`config.mk`:
```
export PLATFORM = sky130hd
export DESIGN_NAME = mult_share_arbiter
export DESIGN_NICKNAME = d
export VERILOG_FILES = /design/src/rtl/mult_share_arbiter.sv
export SDC_FILE = /design/constraint.sdc
export NUM_CORES = 1
export LEC_CHECK = 0
export ABC_AREA = 1
export BUFFER_PORTS_ARGS = -buffer_cell sky130_fd_sc_hd__buf_2
export CORE_ASPECT_RATIO = 0.8
export CORE_MARGIN = 8
export CORE_UTILIZATION = 48
export CTS_CLUSTER_DIAMETER = 30
export CTS_CLUSTER_SIZE = 24
export DETAILED_ROUTE_END_ITERATION = 10
export MAX_ROUTING_LAYER = met4
export PLACE_DENSITY = 0.8
export SETUP_SLACK_MARGIN = 0.15
export SYNTH_ARGS = -nofsm -noshare
export SYNTH_HDL_FRONTEND = slang
export SYNTH_SLANG_ARGS = --single-unit
```
`constraint.sdc`:
```
create_clock -name i_CLK -period 1.66 [get_ports i_CLK]
set_input_delay 0.498 -clock i_CLK [delete_from_list [all_inputs] [get_ports i_CLK]]
set_output_delay 0.498 -clock i_CLK [all_outputs]
set_load 0.01 [all_outputs]
```
`src/rtl/mult_share_arbiter.sv`:
```
`default_nettype none
//------------------------------------------------------------------------------
//  Module   : mult_share_arbiter
//  Purpose  : Round-robin arbiter that lends a single shift-add multiplier
//             to N_REQ requesters. It picks a requester, latches its
//             operands, pulses START, follows DONE falling and then rising,
//             captures the product and returns it with a one-cycle ACK.
//
//  Ports    : i_CLK          clock, rising edge
//             i_RESET        synchronous reset, active low
//             i_REQ          per-requester request level
//             i_A / i_B      packed operands, requester k at [k*W +: W]
//             o_ACK          one-hot, one-cycle completion pulse
//             o_RESULT       product, valid while any o_ACK bit is high
//             o_ERR          sticky: multiplier never left idle after START
//             o_BUSY         high in every state except IDLE
//             o_GNT_ID       index of the current / last granted requester
//             o_MUL_START    one-cycle start pulse to the multiplier
//             o_MUL_A/B      registered operands to the multiplier
//             i_MUL_DONE     multiplier DONE (high while idle)
//             i_MUL_PRODUCT  multiplier product
//
//  Revision : 1.0  initial release
//------------------------------------------------------------------------------
module mult_share_arbiter #(
   parameter int N_REQ        = 4,
   parameter int W            = 4,
   parameter int BUSY_TIMEOUT = 4
) (
   input  logic               i_CLK,
   input  logic               i_RESET,
   input  logic [N_REQ-1:0]   i_REQ,
   input  logic [N_REQ*W-1:0] i_A,
   input  logic [N_REQ*W-1:0] i_B,
   output logic [N_REQ-1:0]   o_ACK,
   output logic [2*W-1:0]     o_RESULT,
   output logic               o_ERR,
   output logic               o_BUSY,
   output logic [2:0]         o_GNT_ID,
   output logic               o_MUL_START,
   output logic [W-1:0]       o_MUL_A,
   output logic [W-1:0]       o_MUL_B,
   input  logic               i_MUL_DONE,
   input  logic [2*W-1:0]     i_MUL_PRODUCT
);

   // Counter only has to reach BUSY_TIMEOUT-1; the timeout fires on the
   // cycle that would have incremented it to BUSY_TIMEOUT.
   localparam int               c_CNT_W    = (BUSY_TIMEOUT < 2) ? 1 : $clog2(BUSY_TIMEOUT);
   localparam logic [c_CNT_W-1:0] c_CNT_LAST = c_CNT_W'(BUSY_TIMEOUT - 1);
   localparam logic [2:0]       c_LAST_REQ = 3'(N_REQ - 1);

   typedef enum logic [2:0] {
      S_IDLE      = 3'd0,
      S_LAUNCH    = 3'd1,
      S_WAIT_BUSY = 3'd2,
      S_WAIT_DONE = 3'd3,
      S_RESPOND   = 3'd4
   } state_t;

   state_t               r_state;
   logic [2:0]           r_ptr;
   logic [2:0]           r_gnt;
   logic [c_CNT_W-1:0]   r_cnt;
   logic [N_REQ-1:0]     r_ack;
   logic [2*W-1:0]       r_result;
   logic                 r_err;
   logic                 r_busy;
   logic                 r_start;
   logic [W-1:0]         r_mul_a;
   logic [W-1:0]         r_mul_b;

   logic                 w_any_req;
   logic                 w_hi_found;
   logic [2:0]           w_hi;
   logic [2:0]           w_lo;
   logic [2:0]           w_sel;
   logic [W-1:0]         w_sel_a;
   logic [W-1:0]         w_sel_b;
   logic [N_REQ-1:0]     w_gnt_onehot;

   assign w_any_req = |i_REQ;

   // Round-robin pick: the lowest requester at or above the pointer wins;
   // if none exists there, wrap and take the lowest requester overall.
   always_comb begin
      w_hi       = '0;
      w_lo       = '0;
      w_hi_found = 1'b0;
      for (int j = N_REQ - 1; j >= 0; j--) begin
         if (i_REQ[j]) begin
            w_lo = 3'(j);
            if (3'(j) >= r_ptr) begin
               w_hi       = 3'(j);
               w_hi_found = 1'b1;
            end
         end
      end
      w_sel = w_hi_found ? w_hi : w_lo;
   end

   // Operand mux for the selected requester and one-hot ACK for the grantee.
   always_comb begin
      w_sel_a      = '0;
      w_sel_b      = '0;
      w_gnt_onehot = '0;
      for (int j = 0; j < N_REQ; j++) begin
         if (w_sel == 3'(j)) begin
            w_sel_a = i_A[j*W +: W];
            w_sel_b = i_B[j*W +: W];
         end
         w_gnt_onehot[j] = (r_gnt == 3'(j));
      end
   end

   always_ff @(posedge i_CLK) begin
      if (!i_RESET) begin
         r_state  <= S_IDLE;
         r_ptr    <= '0;
         r_gnt    <= '0;
         r_cnt    <= '0;
         r_ack    <= '0;
         r_result <= '0;
         r_err    <= 1'b0;
         r_busy   <= 1'b0;
         r_start  <= 1'b0;
         r_mul_a  <= '0;
         r_mul_b  <= '0;
      end else begin
         case (r_state)
            S_IDLE: begin
               // A grant is only issued while the multiplier reports idle.
               if (w_any_req && i_MUL_DONE) begin
                  r_gnt   <= w_sel;
                  r_mul_a <= w_sel_a;
                  r_mul_b <= w_sel_b;
                  r_start <= 1'b1;
                  r_busy  <= 1'b1;
                  r_state <= S_LAUNCH;
               end
            end
            S_LAUNCH: begin
               r_start <= 1'b0;
               r_cnt   <= '0;
               r_state <= S_WAIT_BUSY;
            end
            S_WAIT_BUSY: begin
               if (!i_MUL_DONE) begin
                  r_state <= S_WAIT_DONE;
               end else if (r_cnt == c_CNT_LAST) begin
                  // Multiplier ignored START: flag it and release the
                  // requester with a zero result so it does not stall.
                  r_err    <= 1'b1;
                  r_result <= '0;
                  r_ack    <= w_gnt_onehot;
                  r_state  <= S_RESPOND;
               end else begin
                  r_cnt <= r_cnt + 1'b1;
               end
            end
            S_WAIT_DONE: begin
               if (i_MUL_DONE) begin
                  r_result <= i_MUL_PRODUCT;
                  r_ack    <= w_gnt_onehot;
                  r_state  <= S_RESPOND;
               end
            end
            S_RESPOND: begin
               r_ack   <= '0;
               r_busy  <= 1'b0;
               r_ptr   <= (r_gnt == c_LAST_REQ) ? 3'd0 : r_gnt + 3'd1;
               r_state <= S_IDLE;
            end
            default: begin
               r_state <= S_IDLE;
            end
         endcase
      end
   end

   assign o_ACK       = r_ack;
   assign o_RESULT    = r_result;
   assign o_ERR       = r_err;
   assign o_BUSY      = r_busy;
   assign o_GNT_ID    = r_gnt;
   assign o_MUL_START = r_start;
   assign o_MUL_A     = r_mul_a;
   assign o_MUL_B     = r_mul_b;

endmodule
`default_nettype wire

```
### Word-level counts from Yosys, hierarchy flattened

Index checks and enable logic that the tools add are counted.

| operators by class | value |
|---|---|
| add/subtract/negate cells | 2 |
| $lt $le $gt $ge | 4 |
| eq/ne operators | 17 |
| multiplexer cells | 49 |
| reductions and logical operators | 18 |

Operator list:

| cell | count |
|---|---|
| 2-to-1 mux 3 bit | 15 |
| 2-to-1 mux 4 bit | 11 |
| 2-to-1 mux 8 bit | 3 |
| equality test 3 x 2 -> 1 bit (second input constant) | 6 |
| one-hot mux 8 bit (2 select lines) | 1 |
| one-hot mux 3 bit (4 select lines) | 1 |
| one-hot mux 4 bit (3 select lines) | 1 |
| 2-to-1 mux 2 bit | 5 |
| inequality test 2 bit (second input constant) | 5 |
| equality test 3 x 1 -> 1 bit (second input constant) | 3 |
| zero test 3 bit | 3 |
| 2-to-1 mux 1 bit | 9 |
| AND reduction 3 bit | 3 |
| AND reduction 4 bit | 2 |
| nonzero test 2 bit | 4 |
| >= comparator 1 x 3 -> 1 bit (first input constant) | 2 |
| >= comparator 2 x 3 -> 1 bit (first input constant) | 2 |
| AND reduction 2 bit | 3 |
| one-hot mux 1 bit (2 select lines) | 2 |
| one-hot mux 2 bit (2 select lines) | 1 |
| OR reduction 4 bit | 1 |
| adder 3 x 1 -> 3 bit (second input constant) | 1 |
| equality test 3 bit (second input constant) | 1 |
| inequality test 3 bit (second input constant) | 1 |
| 4 further kinds | 4 |

| storage, ports and cells | value |
|---|---|
| bits in registers | 34 |
| input port bits | 47 |
| logic and storage cells | 101 |

### Logic depth before layout (Yosys ltp)

Gate-level depths: netlist (run 1).

| logic depth | value |
|---|---|
| depth after elaboration | 15 |
| mapped depth | 12 |
| gate-level depth less buffers | 11 |

### Least setup slack after synthesis (run 1)

Ideal clock, no wire load.

| path | value |
|---|---|
| kind | input-to-reg |
| start | input port i_REQ[0] |
| end | register r_mul_a[0], in the netlist o_MUL_A[0] |
| setup time | 0.133 ns |
| arrival | 1.369 ns |
| data required time | 1.527 ns |
| path slack | 0.158 ns |
| cell stages on the path | 11 |
| path through | nor2_1 > nand2_1 > nand3_2 > nand2_8 > inv_6 > nand2_4 > buf_6 > o21ai_2 > inv_1 > nand2_1 > a21oi_2 |

| between the ends | value |
|---|---|
| word-level cells in the longest chain between the ends | 7 |

RTL lines:

| item | RTL line | RTL |
|---|---|---|
| start, declared | 32 | `input logic [N_REQ-1:0] i_REQ,` |
| 2-to-1 mux 3 bit or 2-to-1 mux 1 bit (tied branches) | 91 | `if (i_REQ[j]) begin` |
| 2-to-1 mux 3 bit | 99 | `w_sel = w_hi_found ? w_hi : w_lo;` |
| zero test 3 bit | 108 | `if (w_sel == 3'(j)) begin` |
| 2-to-1 mux 4 bit (4 in series) | 108 |  |
| end signal, assigned | 135 | `r_mul_a <= w_sel_a;` |
| end, declared | 70 | `logic [W-1:0] r_mul_a;` |

Parallel ways exist; a longest one is shown, timed or not.
A chain may end at the register's enable or synchronous reset.

### Worst setup path after layout (run 1)

| path | value |
|---|---|
| start | register r_ptr[0] |
| end | register r_mul_a[2], in the netlist o_MUL_A[2] |

| between the ends | value |
|---|---|
| word-level cells in the longest chain between the ends | 15 |

RTL lines:

| item | RTL line | RTL |
|---|---|---|
| start, declared | 62 | `logic [2:0] r_ptr;` |
| start signal, assigned | 171 | `r_ptr <= (r_gnt == c_LAST_REQ) ? 3'd0 : r_gnt + 3'd1;` |
| >= comparator 2 x 3 -> 1 bit | 93 | `if (3'(j) >= r_ptr) begin` |
| 2-to-1 mux 2 bit or 2-to-1 mux 1 bit (tied branches) | 93 |  |
| 2-to-1 mux 2 bit or 2-to-1 mux 1 bit (tied branches) | 91 |  |
| 2-to-1 mux 3 bit or 2-to-1 mux 1 bit (tied branches) | 93 |  |
| 2-to-1 mux 3 bit or 2-to-1 mux 1 bit (tied branches) | 91 |  |
| 2-to-1 mux 3 bit or 2-to-1 mux 1 bit (tied branches) | 93 |  |
| 2-to-1 mux 3 bit or 2-to-1 mux 1 bit (tied branches) | 91 |  |
| 2-to-1 mux 3 bit or 2-to-1 mux 1 bit (tied branches) | 93 |  |
| 2-to-1 mux 3 bit or 2-to-1 mux 1 bit (tied branches) | 91 |  |
| 2-to-1 mux 3 bit (*) | 99 |  |
| zero test 3 bit | 108 |  |
| 2-to-1 mux 4 bit (3 in series) | 108 |  |
| 2-to-1 mux 4 bit (*) | 108 |  |

Mark *: on every way between the ends. The rest lies on a longest branch, timed or not.

==> results of run 1 <==
[Yosys cell counts (all sizes together), types with 2 or more instances]
cell type  count  area [µm²]
nand2         58         282
dfxtp         32         641
a21oi         29         160
inv           27         106
nand4         22         138
nand3         19         100
nor2          17        71.3
o21ai         13        76.3
buf           11        76.3
ha             5        62.6
a31oi          2        12.5
[layer usage]
layer	vias up	global-route usage, %	wire (µm)
li1	977	-	-
met1	899	19.7	2240
met2	69	27.0	2510
met3	2	4.87	310
met4	0	3.44	9
met5	-	-	0
[final cells by class]
type | count | area (µm²)
Sequential cell | 32 | 648
Multi-Input combinational cell | 172 | 1010
Fill cell | 304 | 1100
Timing Repair Buffer | 86 | 492
Inverter | 27 | 106
Clock buffer | 8 | 90.1
Tap cell | 42 | 52.6
[critical path, delay by kind of cell, from the launching register on]
| kind | cells | cell delay, ns |
|---|---|---|
| AO/OA/AOI/OAI | 2 | 0.17 |
| AND/OR/NAND/NOR | 8 | 0.66 |
| buffers and inverters | 1 | 0.14 |
| flip-flops | 1 | 0.36 |
[flip-flops by register name, indices dropped and copies added, names as in the netlist]
name and count:
o_ACK 4, o_RESULT 8, o_ERR 1, o_MUL_A 4, r_ptr 2, o_BUSY 1
r_cnt 2, o_GNT_ID 2, o_MUL_START 1, r_state 3, o_MUL_B 4
[stage by stage]
stage               setup TNS, ns  total power [mW]
finish                          0              2.58
global route                    0              2.77
CTS                             0              2.53
detailed placement        -0.0418              1.92
global placement        -0.000325              1.89
floorplan                       0              1.62
[cells by family (layout without fill, tap and decap cells)]
family	count (synthesis)	count (layout)	synth area share [%]
AND/OR/NAND/NOR	117	118	33.7
AO/OA/AOI/OAI	48	48	15.9
adder cells (fa/ha/maj)	5	5	3.53
buffers and inverters	39	121	10.5
flip-flops	32	32	36.1
other	1	1	0.212
[worst max path at each step]
stage,slack [ns],to,from,depth (start not counted)
floorplan,0.16,o_MUL_A[0]$_SDFFE_PN0P_,i_REQ[0],11
global placement,-0.0003,o_MUL_B[0]$_SDFFE_PN0P_,i_REQ[0],11
detailed placement,-0.03,o_MUL_B[0]$_SDFFE_PN0P_,i_REQ[0],11
CTS,0.15,o_MUL_B[0]$_SDFFE_PN0P_,r_ptr[0]$_SDFFE_PN0P_,11
global route,0.09,o_MUL_B[3]$_SDFFE_PN0P_,r_state[0]$_SDFFE_PN0P_,9
finish,0.21,o_MUL_A[2]$_SDFFE_PN0P_,r_ptr[0]$_SDFFE_PN0P_,11
[power by group through the flow]
stage               registers, mW  clock network [mW]  logic (mW)
CTS                         0.973               0.626       0.933
global placement            0.980                   0       0.907
global route                0.990               0.669        1.11
floorplan                    1.01                   0       0.607
detailed placement          0.986                   0       0.929
finish                      0.979               0.615       0.987
[timing repair]
item	CTS	global route
pin swaps	0	10
gates cloned	0	2
endpoints found under the setup margin	1	8
hold buffers	0	0
gates resized for setup	1	21
hold endpoints to repair	0	0
setup buffers	0	1
==> results.tsv, run 1 <==
metric	value	unit
outcome	finished, final reports clean	
Main synth FF type	dfxtp_1	
most common cell after layout, fill and taps aside	buf_2	
Area after DPL	2210	µm²
Reg-to-Reg Start	r_ptr[0]$_SDFFE_PN0P_	
Syn Area/Cell	7.33	µm²
Ant. Diodes	0	
area grow syn2layout	35.1	%
Psw	963	µW
Post-synth ARST share	0	%
iteration count of the initial detailed-routing pass	4	
hold violation total from the final report	0	
dpl ws	-0.0347	ns
clock-pin slew on the worst setup and hold paths	0.07	ns
first-pass GRT wire length	8.21	mm
Post-synth EDFFs	0	
Hold Path Class	reg2reg	
R2R Path End	o_MUL_A[2]$_SDFFE_PN0P_	
Worst VDD drop	566	µV
drt wl/cell	13.8	µm
Syn Nets	294	
yosys warns	0	
CTS tree	yes	
DRT iter0 DRCs	180	
Req. time, crit path	1.83	ns
R2R setup slack	0.21	ns
Critical Path Max Stage Delay	0.36	ns
max-cap violations	0	
Final Instance Count excl. Fillers	367	
Clock Latency Late Sink	0.28	ns
final period utilization	87.5	%
Chip Height	70.4	µm
via count	1947	
final worst slack	0.207	ns
worst-path maximum fanout	5	
worst hold slack	0.457	ns
I/O Buffers	71	
Clock Sink Count	32	
hold depth	2	
CTS Buf Count	5	
Worst Path Arrival	1.62	ns
initial antenna violation count	0	
min cycle time layout	1.45	ns
hold path endpoint	o_RESULT[3]$_SDFFE_PN0P_	
HPWL Detailed	3.78	mm
Leak	1.17	nW
core box area	3490	µm²
layout cell share with drive strength beyond 1	39.1	%
Worst Reg-to-Reg Cells	11	
IO Pins	73	
hold_sp	o_RESULT[3]$_SDFFE_PN0P_	
Worst setup SP type	flip-flop	
Comb pwr share	38.2	%
largest net degree at the start of global routing	18	
CTS max path bufs	2	
final wirelength	5.07	mm
post-synth cell types	31	
clk root buf	clkbuf_8	
Final setup viols	0	
Via density	5.31	
row count	19	
fin. max-slew vios	0	
Inst Count DP	356	
mapped cell area	1770	µm²
Clk pwr share	23.8	%
Initial Util	50.7	%
final instance area	2390	µm²
Horiz. Die Dim	84.0	µm
# H-tree levels	2	
Sw Share	37.3	%
Final Core Density	68.5	%
PwrDens	1080	nW/µm²
#FFs+latches synth	32	
CP Class	reg2reg	
crit end category	flip-flop	
Post-Syn Instances	242	
Most common cell on crit path	nand2_4	
Layout Skew	0.00671	ns
crit path max-delay cell type	dfxtp_4	
ANT nets after route	0	
gr ovfl total	0	
fin nets	376	
commonest non-fill, non-tap cells in the layout	71 x buf_2, 47 x nand2_1, 30 x dfxtp_1, 23 x a21oi_1, 22 x nand4_1	
RSZ-0062 raised after global routing	yes	
critical-path cell list	nor2_4 > nand2_4 > nand2_4 > nor2_4 > nand2_4 > nand2_8 > buf_6 > o21ai_2 > nand3_1 > nand2_1 > a21oi_1	
Seq/Total Area, Yosys	36.1	%
Routability Congestion	0.856	
gr usage total	16.6	%
sequential fraction of design power	37.9	%
fmax	688	MHz
Int Power	1.62	mW
drc violations	0	
Die ar.	5910	µm²
vias in the first global route	1834	
No activity file was read; power rests on OpenSTA's default activity.
==> run 2, diff against run 1 <==
--- a/config.mk
+++ b/config.mk
@@ -5,16 +5,15 @@
 export SDC_FILE = /design/constraint.sdc
 export NUM_CORES = 1
 export LEC_CHECK = 0
-export ABC_AREA = 1
 export BUFFER_PORTS_ARGS = -buffer_cell sky130_fd_sc_hd__buf_2
 export CORE_ASPECT_RATIO = 0.8
 export CORE_MARGIN = 8
-export CORE_UTILIZATION = 48
+export CORE_UTILIZATION = 51
 export CTS_CLUSTER_DIAMETER = 30
 export CTS_CLUSTER_SIZE = 24
 export DETAILED_ROUTE_END_ITERATION = 10
 export MAX_ROUTING_LAYER = met4
-export PLACE_DENSITY = 0.8
+export PLACE_DENSITY = 0.85
 export SETUP_SLACK_MARGIN = 0.15
 export SYNTH_ARGS = -nofsm -noshare
 export SYNTH_HDL_FRONTEND = slang
==> constraint.sdc (replaced) <==
create_clock -name i_CLK -period 1.8 [get_ports i_CLK]
set_input_delay 0.54 -clock i_CLK [delete_from_list [all_inputs] [get_ports i_CLK]]
set_output_delay 0.54 -clock i_CLK [all_outputs]
set_load 0.01 [all_outputs]
==> results.tsv, run 2 <==
metric	value	unit	change
Worst Reg-to-Reg Cells	7		-4
core box area	3130	µm²	-10%
Clock Sink Count	32		unchanged
# fillers	189		-38%
Req. time, crit path	1.98	ns	+0.15 ns
Hold Path Class	reg2reg		
ANT nets after route	0		unchanged
final period utilization	92.2	%	
hold depth	1		-1
Largest register FFs	8		unchanged
clk root buf	clkbuf_8		
Horiz. Die Dim	80.5	µm	-4.1%
count leader, synth	dfxtp_1		
Critical Path Max Stage Delay	0.27	ns	-0.09 ns
largest net degree at the start of global routing	27		+9
row count	18		-1
hold violation total from the final report	0		unchanged
Post-synth EDFFs	0		unchanged
I/O Buffers	71		unchanged
Syn Nets	233		-21%
Ant. Diodes	0		unchanged
Initial Util	54.2	%	+3.5 points
fin nets	321		-15%
Synth area leaders	dfxtp_1 38%, a221oi_2 6.2%, mux2i_1 5.3%		
# H-tree levels	2		unchanged
PwrDens	789	nW/µm²	-27%
Routability Congestion	0.852		-0.53%
outcome	finished, final reports clean		
most common cell after layout, fill and taps aside	buf_2		
top cell type's share of synthesized area	37.8	%	+1.6 points
vias in the first global route	1712		-6.7%
Chip Height	67.6	µm	-3.9%
CP Class	in2reg		
fin. max-slew vios	0		unchanged
CTS max path bufs	2		unchanged
Worst Path Arrival	1.84	ns	+0.22 ns
Layout Skew	0.00849	ns	+0.00179 ns
CTS tree	yes		
via count	1825		-6.3%
area grow syn2layout	48.0	%	
Main synth FF type	dfxtp_1		
max-cap violations	0		unchanged
drc violations	0		unchanged
gr ovfl total	0		unchanged
hold bufs inserted after CTS	0		unchanged
crit path max-delay cell type	mux2i_2		
Seq/Total Area, Yosys	37.8	%	+1.6 points
critical-path cell list	buf_4 > buf_6 > a21o_1 > a21oi_2 > o22a_2 > buf_12 > mux2i_2 > a221oi_2		
post-synth cell types	41		+32%
final instance area	2510	µm²	+4.9%
clock-pin slew on the worst setup and hold paths	0.06	ns	about the same
Final setup viols	0		unchanged
layout cell share with drive strength beyond 1	48.5	%	+9.4 points
gr usage total	20.9	%	+4.3 points
initial antenna violation count	0		unchanged
CTS Buf Count	5		unchanged
Area after DPL	2200	µm²	-0.57%
Syn Area/Cell	9.37	µm²	+28%
Post-synth ARST share	0	%	unchanged
synth cell count leaders	32 x dfxtp_1, 13 x inv_1, 13 x nor2b_1		
#FFs+latches synth	32		unchanged
crit end category	flip-flop		
Die ar.	5440	µm²	-7.9%
HPWL Detailed	3.78	mm	-0.11%
drt wl/cell	19.8	µm	+43%
Via density	5.89		+11%
multi-input logic area	1070	µm²	+6.6%
TNS Setup	0	ns	unchanged
first-pass GRT wire length	8.45	mm	+2.9%
mapped cell area	1700	µm²	-4.3%
IO Pins	73		unchanged
yosys warns	0		unchanged
Leak	1.12	nW	-4.3%
Worst setup SP type	primary input		
iteration count of the initial detailed-routing pass	4		unchanged
fmax	603	MHz	
Post-Syn Instances	181		-25%
DRT iter0 DRCs	175		-2.8%
worst-path maximum fanout	7		+2
largest area contributor in the netlist	dfxtp_1		
Worst VDD drop	560	µV	-1.1%
commonest non-fill, non-tap cells in the layout	70 x buf_2, 30 x dfxtp_1, 15 x buf_4		
min cycle time layout	1.66	ns	
Clock Latency Late Sink	0.30	ns	+0.02 ns
final wirelength	6.14	mm	+21%
RSZ-0062 raised after global routing	no		
sequential cell area	646	µm²	-0.39%
==> run 2: changes by cell type after synthesis, sizes merged, moves of 7 or more <==
cell / before / now
a21boi: 0 / 7
a21oi: 29 / 8
inv: 27 / 13
nand3: 19 / 7
mux2i: 0 / 9
nor2b: 0 / 13
a221oi: 0 / 7
nand2b: 0 / 7
o221ai: 0 / 8
o21ai: 13 / 2
nand2: 58 / 12
a22oi: 0 / 8
nand4: 22 / 1
nor2: 17 / 6
==> run 2: worst max-delay path, delay by kind of cell <==
kind            cells  cell delay (ns)
buf+inv             3             0.42
compound gates      4             0.60
mux                 1             0.27
==> run 2: repair_timing <==
| item | in CTS | in global routing |
|---|---|---|
| pin swaps | 2 | 10 |
| resized for setup | 7 | 24 |
| setup buffers | 2 | 3 |
| setup endpoints to repair | 9 | 20 |
==> run 2: where the power goes <==
| group | switching, mW | internal, mW |
|---|---|---|
| clock | 0.287 | 0.488 |
| combinational | 0.218 | 0.215 |
| sequential | 0.0289 | 0.744 |
| total | 0.535 | 1.45 |
==> run 2: cell type report <==
class / instances / share of cell area (%)
clock inverter: 1 / 1.20
sequential: 32 / 25.7
tap: 40 / 1.99
multi-input combinational: 125 / 42.7
timing repair buffer: 92 / 22.6
inverter: 13 / 1.94
clock buffer: 7 / 3.84
==> run 2: logic make-up after synthesis <==
| group | after synthesis | synth area share [%] |
|---|---|---|
| other cells | 1 | 0.221 |
| mux | 9 | 5.31 |
| simple gates | 59 | 20.3 |
| flops | 32 | 37.8 |
| buf+inv | 24 | 6.49 |
| fa+ha+maj | 5 | 3.69 |
| compound gates | 51 | 26.3 |
==> run 2: per-layer routing <==
layer	wire, µm	track usage [%]	vias to the layer above
met2	3250	34.9	84
met4	233	12.7	0
met5	0	-	-
li1	-	-	834
met3	417	4.51	27
met1	2240	22.4	880
==> run 2: final timing paths <==
check                   startpoint                       to  slack [ns]
min             o_ERR$_SDFFE_PN0P_       o_ERR$_SDFFE_PN0P_        0.47
max                       i_REQ[0]  o_MUL_B[2]$_SDFFE_PN0P_        0.14
min reg2reg     o_ERR$_SDFFE_PN0P_       o_ERR$_SDFFE_PN0P_        0.47
max reg2reg  r_ptr[1]$_SDFFE_PN0P_  o_MUL_A[2]$_SDFFE_PN0P_        0.15
==> run 2: per-stage QoR <==
| stage | hold WS, ns | worst slack (ns) | util (%) | std cells | total power [mW] |
|---|---|---|---|---|---|
| 6_report | 0.467 | 0.141 | 80.2 | 310 | 1.98 |
| 5_1_grt | 0.493 | 0.103 | 80.2 | 310 | 2.05 |
| 4_1_cts | 0.466 | 0.141 | 75.8 | 307 | 1.93 |
| 3_5_place_dp | 0.454 | -0.322 | 70.2 | 297 | 1.14 |
| 3_3_place_gp | 0.444 | -0.209 | 70.2 | 297 | 1.13 |
| 2_1_floorplan | 0.491 | 0.170 | - | 181 | 0.971 |
